### src/rtl/int_div_unit.sv
// Iterative radix-2^M integer divider/remainder with early exit, single-cycle
// special cases, one-entry DIV/REM result reuse, flush and valid/ready handshakes.
module int_div_unit #(
  parameter int N          = 32,
  parameter int M          = 4,
  parameter int EARLY_EXIT = 1
) (
  input  logic         clk,
  input  logic         reset,
  input  logic         flush,
  input  logic         valid_in,
  output logic         ready_out,
  input  logic [1:0]   op,
  input  logic [N-1:0] a,
  input  logic [N-1:0] b,
  output logic         valid_out,
  input  logic         ready_in,
  output logic [N-1:0] y,
  output logic         busy
);

  localparam int ITERS = N / M;
  localparam int CW    = $clog2(ITERS + 1);

  localparam logic [1:0] S_IDLE = 2'd0;
  localparam logic [1:0] S_CALC = 2'd1;
  localparam logic [1:0] S_DONE = 2'd2;

  logic [1:0]   state;
  logic [N-1:0] quot, dvd, dvs;
  logic [N:0]   prem;
  logic [CW-1:0] cnt;
  logic         is_rem, q_neg, r_neg, cur_signed;
  logic [N-1:0] cur_a, cur_b;

  logic         reuse_valid, reuse_signed, reuse_rem;
  logic [N-1:0] reuse_a, reuse_b, reuse_q, reuse_r;

  logic         in_signed, in_rem, accept, hit, div_zero, ovf, a_zero;
  logic [N-1:0] abs_a, abs_b, spec_q, spec_r, dvd_init;
  logic [CW-1:0] cnt_init;
  int           lz_groups;

  logic [N:0]   step_r, diff;
  logic [N-1:0] step_a, step_q, fin_q, fin_r;

  function automatic int clz(input logic [N-1:0] v);
    int n;
    n = N;
    for (int i = 0; i < N; i++)
      if (v[i]) n = N - 1 - i;
    return n;
  endfunction

  assign ready_out = !flush && (state == S_IDLE || (state == S_DONE && ready_in));
  assign accept    = valid_in && ready_out;
  assign busy      = (state != S_IDLE);
  assign in_signed = op[0];
  assign in_rem    = op[1];

  // Operand decode: magnitudes, special cases, reuse match and early-exit setup.
  always_comb begin
    abs_a     = (in_signed && a[N-1]) ? -a : a;
    abs_b     = (in_signed && b[N-1]) ? -b : b;
    div_zero  = (b == '0);
    ovf       = in_signed && (a == {1'b1, {(N-1){1'b0}}}) && (b == '1);
    a_zero    = (a == '0);
    hit       = reuse_valid && (a == reuse_a) && (b == reuse_b) &&
                (in_signed == reuse_signed) && (in_rem != reuse_rem);
    spec_q    = '0;
    spec_r    = '0;
    if (div_zero) begin
      spec_q = '1;
      spec_r = a;
    end else if (ovf) begin
      spec_q = a;
    end
    lz_groups = (EARLY_EXIT != 0) ? clz(abs_a) / M : 0;
    if (lz_groups >= ITERS) lz_groups = ITERS - 1;
    dvd_init  = abs_a << (lz_groups * M);
    cnt_init  = CW'(ITERS - lz_groups);
  end

  // M restoring steps per cycle; the remainder stays below the divisor.
  always_comb begin
    step_r = prem;
    step_a = dvd;
    step_q = quot;
    diff   = '0;
    for (int i = 0; i < M; i++) begin
      step_r = {step_r[N-1:0], step_a[N-1]};
      step_a = step_a << 1;
      diff   = step_r - {1'b0, dvs};
      if (!diff[N]) begin
        step_r = diff;
        step_q = {step_q[N-2:0], 1'b1};
      end else begin
        step_q = {step_q[N-2:0], 1'b0};
      end
    end
    fin_q = q_neg ? -step_q : step_q;
    fin_r = r_neg ? -step_r[N-1:0] : step_r[N-1:0];
  end

  always_ff @(posedge clk) begin
    if (reset) begin
      state        <= S_IDLE;
      valid_out    <= 1'b0;
      y            <= '0;
      quot         <= '0;
      dvd          <= '0;
      dvs          <= '0;
      prem         <= '0;
      cnt          <= '0;
      is_rem       <= 1'b0;
      q_neg        <= 1'b0;
      r_neg        <= 1'b0;
      cur_signed   <= 1'b0;
      cur_a        <= '0;
      cur_b        <= '0;
      reuse_valid  <= 1'b0;
      reuse_signed <= 1'b0;
      reuse_rem    <= 1'b0;
      reuse_a      <= '0;
      reuse_b      <= '0;
      reuse_q      <= '0;
      reuse_r      <= '0;
    end else if (flush) begin
      state       <= S_IDLE;
      valid_out   <= 1'b0;
      reuse_valid <= 1'b0;
    end else if (accept) begin
      cur_a      <= a;
      cur_b      <= b;
      cur_signed <= in_signed;
      is_rem     <= in_rem;
      if (hit) begin
        state     <= S_DONE;
        valid_out <= 1'b1;
        y         <= in_rem ? reuse_r : reuse_q;
        reuse_rem <= in_rem;
      end else if (div_zero || ovf || a_zero) begin
        state        <= S_DONE;
        valid_out    <= 1'b1;
        y            <= in_rem ? spec_r : spec_q;
        reuse_valid  <= 1'b1;
        reuse_a      <= a;
        reuse_b      <= b;
        reuse_signed <= in_signed;
        reuse_rem    <= in_rem;
        reuse_q      <= spec_q;
        reuse_r      <= spec_r;
      end else begin
        state     <= S_CALC;
        valid_out <= 1'b0;
        dvd       <= dvd_init;
        dvs       <= abs_b;
        prem      <= '0;
        quot      <= '0;
        cnt       <= cnt_init;
        q_neg     <= in_signed && (a[N-1] ^ b[N-1]);
        r_neg     <= in_signed && a[N-1];
      end
    end else if (state == S_CALC) begin
      prem <= step_r;
      dvd  <= step_a;
      quot <= step_q;
      cnt  <= cnt - 1'b1;
      if (cnt == CW'(1)) begin
        state        <= S_DONE;
        valid_out    <= 1'b1;
        y            <= is_rem ? fin_r : fin_q;
        reuse_valid  <= 1'b1;
        reuse_a      <= cur_a;
        reuse_b      <= cur_b;
        reuse_signed <= cur_signed;
        reuse_rem    <= is_rem;
        reuse_q      <= fin_q;
        reuse_r      <= fin_r;
      end
    end else if (state == S_DONE && ready_in) begin
      state     <= S_IDLE;
      valid_out <= 1'b0;
    end
  end

endmodule

### config.mk
export PLATFORM = sky130hd
export DESIGN_NAME = int_div_unit
export DESIGN_NICKNAME = d
export VERILOG_FILES = /design/src/rtl/int_div_unit.sv
export SDC_FILE = /design/constraint.sdc
export NUM_CORES = 1
export LEC_CHECK = 0
export CORE_MARGIN = 8
export CORE_UTILIZATION = 30
export CTS_BUF_LIST = sky130_fd_sc_hd__clkbuf_2
export DETAILED_ROUTE_END_ITERATION = 6
export DONT_BUFFER_PORTS = 1
export GPL_TIMING_DRIVEN = 0
export SLEW_MARGIN = 30
export SYNTH_ARGS = -nofsm -noshare
export SYNTH_HDL_FRONTEND = slang
export SYNTH_SLANG_ARGS = --single-unit
### constraint.sdc
create_clock -name clk -period 19.1 [get_ports clk]
set_clock_uncertainty 0.2 [all_clocks]
set_input_delay 4.775 -clock clk [delete_from_list [all_inputs] [get_ports clk]]
set_output_delay 4.775 -clock clk [all_outputs]
set_load 0.005 [all_outputs]
==> metrics.txt <==
max-slew violation count 0; CTS tree built; FF-to-FF path depth 63; Seq cells post-synth 362; dpl hpwl 108 mm; CORE AREA 96100 µm²; all-layer global routing usage 24.1%; Critical-path top delay cell dfxtp_1; CP most frequent cell buf_2; fraction of layout instances using a drive strength above 1 8.45%; met2 usage 37.4%; Critical Path Source Type register; synth top area cells dfxtp_1 (25%), nor2_1 (6.2%), ha_1 (5.9%); non-filler cells, final 5289; grt ovf 0; area grow syn2layout 9.43%; DRC 0; Slew headroom 27.1%; Post-synth top cells nor2_1 (476), dfxtp_1 (362), a21oi_1 (311), nand2_1 (294), o21ai_0 (232); placed insts 5114; antenna violations before repair 11; Bufs on Longest Clock Path 3; Final Hold Viols 0; largest net degree at the start of global routing 16; Vias/cell 5.92; warnings from Yosys 0; Critical Path End Type register; htree depth 3; Synth Cell Area 28900 µm²; WP data required 19860 ps; clk root buf clkbuf_2; Main synth FF type dfxtp_1; dominant cell type by area after synthesis dfxtp_1; Layout Nets 4153; total number of vias 31300; fin crit share 95.9%; met1 Use GR 31.5%; post-synthesis cell type count 113; Critical Path Source dvs[0]; Initial Util 30.1%; syn_nets 4048; max frequency 0.0546 GHz; Setup Viol. Count Final 0; Die H 327 µm; Post-synth EDFFs 0; crit path kind register to register; Top Usage Layer GRT met2; TritonCTS Buffers 96; Placer Congestion 1.04; first-pass GRT wire length 197 mm; IO Count 106; post-route ant nets 0; port bufs 0; CP peak stage delay 600 ps; status complete, no violations; fin area 31700 µm²; Post-Synthesis Cells 3837; Post-synth ARST share 0%; Critical Path AT 19080 ps; die area 107000 µm²; Max FO, Critical Path 10; Fin Setup TNS 0 ps; clk slew on worst S/H paths 160 ps; R2R Path Start dvs[0]; MaxCap Viol Count 0; register area share after synthesis 25.0%; die width 327 µm; Tightest Pin Transition 1090 ps; Worst-Skew Late Latency 1230 ps; Reg2Reg Capture Point y[26]; minimum clock period 18320 ps; drt pass-1 iters 6; vias in the first global route 29200; drt wl/cell 25.7 µm; initial detailed-routing violation count 3920; grt met3 use 5.79%; most instantiated library cell after synthesis nor2_1; Synth top area share 25.0%; R2R setup slack 780 ps; Area after DPL 30600 µm²; Sink Count 362; WL final 136 mm; Worst Setup EP y[26]; Hold Path Class register to register; Rows 114; Avg Inst Size Synth 7.54 µm²
final cells by class:
type | count | area (µm²)
fill | 10600 | 64500
multi-input combinational | 3062 | 20300
sequential | 362 | 7250
tap | 1276 | 1600
buffer | 268 | 1110
clock buffer | 136 | 681
inverter | 144 | 547
clock inverter | 21 | 131
timing repair buffer | 8 | 57.6
antenna | 12 | 30.0
routing by layer:
layer / routed length (µm) / share of wire, %
met3: 13500 / 9.9
met1: 56100 / 41
met5: 27 / 0.020
met4: 7120 / 5.2
met2: 59000 / 43
metrics by stage:
| stage | utilization [%] | setup WS [ps] | hold WS, ps |
|---|---|---|---|
| finish | 32.9 | 784 | 182 |
| floorplan | - | 3620 | 217 |
| detailed placement | 31.8 | -3300 | 244 |
| global placement | 31.8 | -3200 | 237 |
| CTS | 32.8 | 7.95 | 206 |
| global route | 32.9 | -12.1 | 233 |
worst min-delay path by stage:
stage                start     endpoint  slack [ps]  cells past startpoint
6_report            dvd[8]      dvd[12]         180                      2
5_1_grt             dvd[8]      dvd[12]         230                      2
4_1_cts             dvd[8]      dvd[12]         210                      2
3_5_place_dp   reuse_q[17]  reuse_q[17]         240                      2
3_3_place_gp   reuse_q[19]  reuse_q[19]         240                      1
2_1_floorplan  reuse_q[17]  reuse_q[17]         220                      2
flip-flops by register name, summed over array words and instances, names as in the netlist, 2 cells and up:
name	flops
y	32
reuse_q	32
state	2
cur_a	32
reuse_r	32
cur_b	32
dvd	32
reuse_a	32
reuse_b	32
cnt	4
quot	28
prem	32
dvs	32
placed cells by master, fill, tap and decap left out, drive strengths merged, types with 44 or more instances in the layout:
| cell | netlist | final |
|---|---|---|
| o21ai | 242 | 242 |
| a31oi | 53 | 53 |
| nand4 | 44 | 44 |
| mux2i | 165 | 165 |
| inv | 143 | 145 |
| nand3 | 77 | 77 |
| dfxtp | 362 | 362 |
| a21oi | 312 | 312 |
| ha | 136 | 136 |
| and3 | 51 | 51 |
| nor3 | 93 | 93 |
| a21o | 63 | 63 |
| clkbuf | 210 | 348 |
| a22oi | 47 | 47 |
| nand2 | 294 | 294 |
| buf | 59 | 64 |
| nor2 | 478 | 478 |
| a211oi | 164 | 164 |
| xnor2 | 157 | 157 |
| xor2 | 113 | 113 |
timing repair:
action                     in CTS  in global routing
setup endpoints to repair     128                 32
cloned                          0                  0
gates resized for setup        30                 21
hold buffers                    0                  0
buffers inserted                1                  6
pin swaps                       1                  1
critical path, delay by kind of cell (launching register included):
| family | cells | cell delay (ps) |
|---|---|---|
| flip-flops | 1 | 600 |
| AND/OR/NAND/NOR | 14 | 2650 |
| multiplexers | 3 | 1120 |
| AO/OA/AOI/OAI | 22 | 6960 |
| adder cells (fa/ha/maj) | 6 | 2090 |
| buffers and inverters | 15 | 3560 |
| XOR/XNOR | 3 | 900 |
cells by family (layout without fill, tap and decap cells):
| group | after synthesis | after routing | share of synthesized area (%) |
|---|---|---|---|
| and+or+nand+nor | 1255 | 1255 | 20.5 |
| other | 0 | 12 | 0 |
| muxes | 207 | 207 | 7.42 |
| AOI/OAI and AO/OA | 1190 | 1190 | 27.0 |
| DFF | 362 | 362 | 25.0 |
| xor gates and xnor gates | 270 | 270 | 8.20 |
| adders and majority gates | 140 | 140 | 6.16 |
| buffers and inverters | 413 | 577 | 5.60 |
Power is not shown: default switching activity piles up to over one toggle a cycle in this logic, so the estimate is an artifact.
